**config.mk**
```make
export PLATFORM = sky130hd
export DESIGN_NAME = sap_ctrl_seq
export DESIGN_NICKNAME = d
export VERILOG_FILES = /design/src/rtl/sap_ctrl_seq.sv
export SDC_FILE = /design/constraint.sdc
export NUM_CORES = 1
export LEC_CHECK = 0
export ABC_CLOCK_PERIOD_IN_PS = 1700
export CAP_MARGIN = 25
export CORE_MARGIN = 2
export CORE_UTILIZATION = 38
export DETAILED_ROUTE_END_ITERATION = 10
export HOLD_SLACK_MARGIN = 0.06
export PLACE_DENSITY = 0.75
export SYNTH_ARGS = -nofsm -noshare
export SYNTH_HDL_FRONTEND = slang
export SYNTH_SLANG_ARGS = --single-unit
```
**constraint.sdc**
```tcl
create_clock -name clk -period 1.7 [get_ports clk]
set_input_delay 0.34 -clock clk [delete_from_list [all_inputs] [get_ports clk]]
set_output_delay 0.34 -clock clk [all_outputs]
set_load 0.01 [all_outputs]
```
**src/rtl/sap_ctrl_seq.sv**
```systemverilog
// Control sequencer for the 8-bit bus machine: a six-state one-hot ring counter
// plus opcode decode that drives every load/enable strobe.
module sap_ctrl_seq (
  input  logic       clk,
  input  logic       clr,
  input  logic       run,
  input  logic [3:0] opcode,
  output logic       cp,
  output logic       ep,
  output logic       lm,
  output logic       ce,
  output logic       li,
  output logic       ei,
  output logic       la,
  output logic       ea,
  output logic       su,
  output logic       eu,
  output logic       lb,
  output logic       lo,
  output logic       halt,
  output logic [5:0] t_state,
  output logic       instr_done,
  output logic [7:0] instr_cnt
);

  localparam logic [3:0] OP_LDA = 4'h0;
  localparam logic [3:0] OP_ADD = 4'h1;
  localparam logic [3:0] OP_SUB = 4'h2;
  localparam logic [3:0] OP_OUT = 4'hE;
  localparam logic [3:0] OP_HLT = 4'hF;

  typedef enum logic [5:0] {
    T1 = 6'b000001,
    T2 = 6'b000010,
    T3 = 6'b000100,
    T4 = 6'b001000,
    T5 = 6'b010000,
    T6 = 6'b100000
  } t_state_e;

  t_state_e   state_q, state_d;
  logic       halt_q, halt_d;
  logic [7:0] instr_cnt_q, instr_cnt_d;
  logic       active;

  // clr also gates the strobes so nothing is driven while reset is held.
  assign active = clr & run & ~halt_q;

  always_ff @(posedge clk or negedge clr) begin
    if (!clr) begin
      state_q     <= T1;
      halt_q      <= 1'b0;
      instr_cnt_q <= 8'd0;
    end else begin
      state_q     <= state_d;
      halt_q      <= halt_d;
      instr_cnt_q <= instr_cnt_d;
    end
  end

  always_comb begin
    state_d     = state_q;
    halt_d      = halt_q;
    instr_cnt_d = instr_cnt_q;
    cp          = 1'b0;
    ep          = 1'b0;
    lm          = 1'b0;
    ce          = 1'b0;
    li          = 1'b0;
    ei          = 1'b0;
    la          = 1'b0;
    ea          = 1'b0;
    su          = 1'b0;
    eu          = 1'b0;
    lb          = 1'b0;
    lo          = 1'b0;
    instr_done  = 1'b0;
    if (active) begin
      case (state_q)
        T1: begin
          ep      = 1'b1;
          lm      = 1'b1;
          state_d = T2;
        end
        T2: begin
          cp      = 1'b1;
          state_d = T3;
        end
        T3: begin
          ce      = 1'b1;
          li      = 1'b1;
          state_d = T4;
        end
        T4: begin
          state_d = T5;
          case (opcode)
            OP_LDA, OP_ADD, OP_SUB: begin
              ei = 1'b1;
              lm = 1'b1;
            end
            OP_OUT: begin
              ea = 1'b1;
              lo = 1'b1;
            end
            OP_HLT: begin
              halt_d  = 1'b1;
              state_d = T4;
            end
            default: ;
          endcase
        end
        T5: begin
          state_d = T6;
          case (opcode)
            OP_LDA: begin
              ce = 1'b1;
              la = 1'b1;
            end
            OP_ADD, OP_SUB: begin
              ce = 1'b1;
              lb = 1'b1;
            end
            default: ;
          endcase
        end
        T6: begin
          state_d     = T1;
          instr_done  = 1'b1;
          instr_cnt_d = instr_cnt_q + 8'd1;
          if (opcode == OP_ADD || opcode == OP_SUB) begin
            eu = 1'b1;
            la = 1'b1;
            su = (opcode == OP_SUB);
          end
        end
        // An illegal encoding recovers to the start of a fetch.
        default: state_d = T1;
      endcase
    end
  end

  assign t_state   = state_q;
  assign halt      = halt_q;
  assign instr_cnt = instr_cnt_q;

endmodule

```
==> impl_metrics.toml <==
[run_status]
status = "finished with violations"
violations = "setup timing"

[yosys]
synthArstFlopShare_pct = 100.0
synth_common_cells = "dfrtp_1, nand2_1, nor2_1"
yosys.area.top_type_share_pct = 40.46
synth_area_um2 = 865.8
synthCells = 94
synth.yosys.warnings = 0
synth_edf_count = 0
synth_area_per_cell_um2 = 9.211
yosys_most_used_dff = "dfrtp_1"
synth_area_leader_cell = "dfrtp_1"
ys_ff_latch = 15
syn-num-nets = 102
yosys-top-cells-area = "dfrtp_1, nand2_1, xnor2_1, nor4_1, nor2_1"
yosysUniqueCellTypes = 30
synth_seq_area_share_pct = 43.50

[placed_design]
gp_congestion = 0.7790
dp_slack_ps = -845.0
place_inst = 183
numPortBuffers = 34
postPlaceCellArea_um2 = 1490
hpwl_um = 1943

[die]
die-area_um2 = 2677
die_y_um = 51.74
ios = 35
rows = 17
die_w_um = 51.74
start_util_pct = 39.52
core_area_um2 = 2191

[drt]
ant_nets = 0
vias_per_cell = 5.541
drc = 0
dr.pass1.iters = 4
first_iter_violations = 36
vias = 1158
wl_um = 4136
post_drt_wl_per_cell_um = 19.79

[setup_path]
worstSetupPathType = "register to output pin"
start_kind = "register"
required_ps = 1360
worst-path-max-fanout = 4
crit_path_end_kind = "output pin"
cp.arrival_ps = 2050

[power_and_ir_drop]
powerDensity_nw_per_um2 = 1252
pwr-share-clk_pct = 9.5
p_leak_nw = 1.046
swShare_pct = 40.08
comb_power_share_pct = 67.9
internal_power_mw = 1.423
ir_worst_vdd_v = 0.001215
totalPowerFinal_mw = 2.375
p_switching_mw = 0.9519
seqPwrFrac_pct = 22.6

[global_route]
grt_pass1_wl_um = 5568
grt_antenna_before_repair = 0
grt_max_degree = 13
grt_pass1_vias = 1114
track_usage_pct = 29.26
grt-ovfl-total = 0

[clocking]
clkSlewWorstSetupHoldPaths_ps = 100
cts.sinks = 15
cts.path.max_buffers = 2
cts_made_buffers = 3
insertion_delay_ps = 310
htreeDepth = 1
cts_tree = "done"
root_buffer = "clkbuf_4"

[sta]
worstMarginPinSlew_ps = 528.8
fin_crit_ps = 2388
hold_viol_final = 0
setup_viol = 22
hold_slack_ps = 47.22
fmax_mhz = 418.8
fin_tns_setup_ps = -9039
slew_headroom_pct = 64.42
slew_violations = 0
fin_crit_sh_pct = 140.5
clock_skew_ps = 7.240
rsz0062_at_grt = "yes"
setup_ws_ps = -688.1

[cells_and_area]
fill_cells = 113
multi_input_area_um2 = 655.6
fin_util_pct = 86.58
final_cells = 209
diodes = 0
ff_latch_area_um2 = 381.6
syn_to_final_growth_pct = 119.1
layout.nets = 190
layout-drive-gt1-share_pct = 59.67
final_design_area_no_fill_um2 = 1897

[run]
maxCapViolCount = 0

[hold_path]
hold_path.class = "input port to asynchronous set/reset pin"
==> registers in the layout (all words and copies together) (netlist names) <==
register	flops
t_state	6
instr_cnt	8
halt	1
==> layout by cell type (no fill, tap or decap), drive strengths merged, types with 2 or more instances in the layout <==
| master | count |
|---|---|
| nand3b | 4 |
| a31oi | 2 |
| nor4 | 6 |
| clkbuf | 3 |
| dlymetal6s2s | 6 |
| a21oi | 2 |
| nand2 | 14 |
| clkdlybuf4s50 | 13 |
| xor2 | 3 |
| buf | 65 |
| clkinv | 2 |
| dfrtp | 14 |
| or3 | 2 |
| a21o | 2 |
| nand2b | 3 |
| dlygate4sd2 | 2 |
| nand3 | 3 |
| nor2 | 9 |
| nor3 | 4 |
| and3 | 3 |
| xnor2 | 6 |
| o21ai | 4 |
==> final cells by class <==
type	count	area share [%]
flip-flops and latches	15	20.12
inverters	2	0.6596
multi-input cells	74	34.56
well taps	28	1.847
clock inverters	1	0.2639
clock buffers	3	1.187
repair buffers	86	41.36
==> power by group through the flow <==
stage	registers [mW]	logic, mW	clock network, mW
after global placement	0.520	0.898	0
final	0.537	1.61	0.225
after global routing	0.547	1.68	0.232
after CTS	0.517	1.42	0.208
after floorplan	0.608	0.312	0
after detailed placement	0.525	0.919	0
==> final timing paths <==
path	startpoint	end	slack, ps	cells past startpoint
worst min-delay path	clr	instr_cnt[3]	50	2
max in group asynchronous	clr	t_state[0]	1430	2
worst max register to register	t_state[1]	instr_cnt[6]	-550	10
min in group clk	instr_cnt[3]	instr_cnt[3]	520	1
worst max-delay path	t_state[1]	su	-690	4
worst min register to register	instr_cnt[3]	instr_cnt[3]	520	1
==> routing by layer <==
metal | share of wire [%] | GRT usage [%] | up-vias
met4 | 3.3 | 12.72 | 0
met1 | 42 | 36.03 | 566
met2 | 49 | 50.00 | 66
met3 | 5.7 | 5.172 | 17
li1 | - | - | 509
met5 | 0 | 0 | -
==> logic make-up (layout without fill, tap and decap cells) <==
group | after synthesis | in the layout | share of synthesized area [%]
and+or+nand+nor | 52 | 52 | 33.67
AOI/OAI and AO/OA | 12 | 12 | 8.670
adders and majority gates | 1 | 1 | 1.445
xor gates and xnor gates | 9 | 9 | 9.972
DFF | 15 | 15 | 43.50
buffers and inverters | 5 | 92 | 2.745
==> worst max-delay path, cell delays in order, from the launching register on <==
cell and delay (ps):
dfrtp_2 430, or4_4 560, or3_4 380, nor4_4 210
buf_2 170
==> repair_timing <==
item	4_1_cts	5_1_grt
setup buffers	23	8
cloned	0	0
pin swaps	21	15
setup endpoints to repair	22	30
hold endpoints to repair	0	0
hold buffers	0	0
gates resized for setup	93	32
Power figures use the tool's default switching activity.
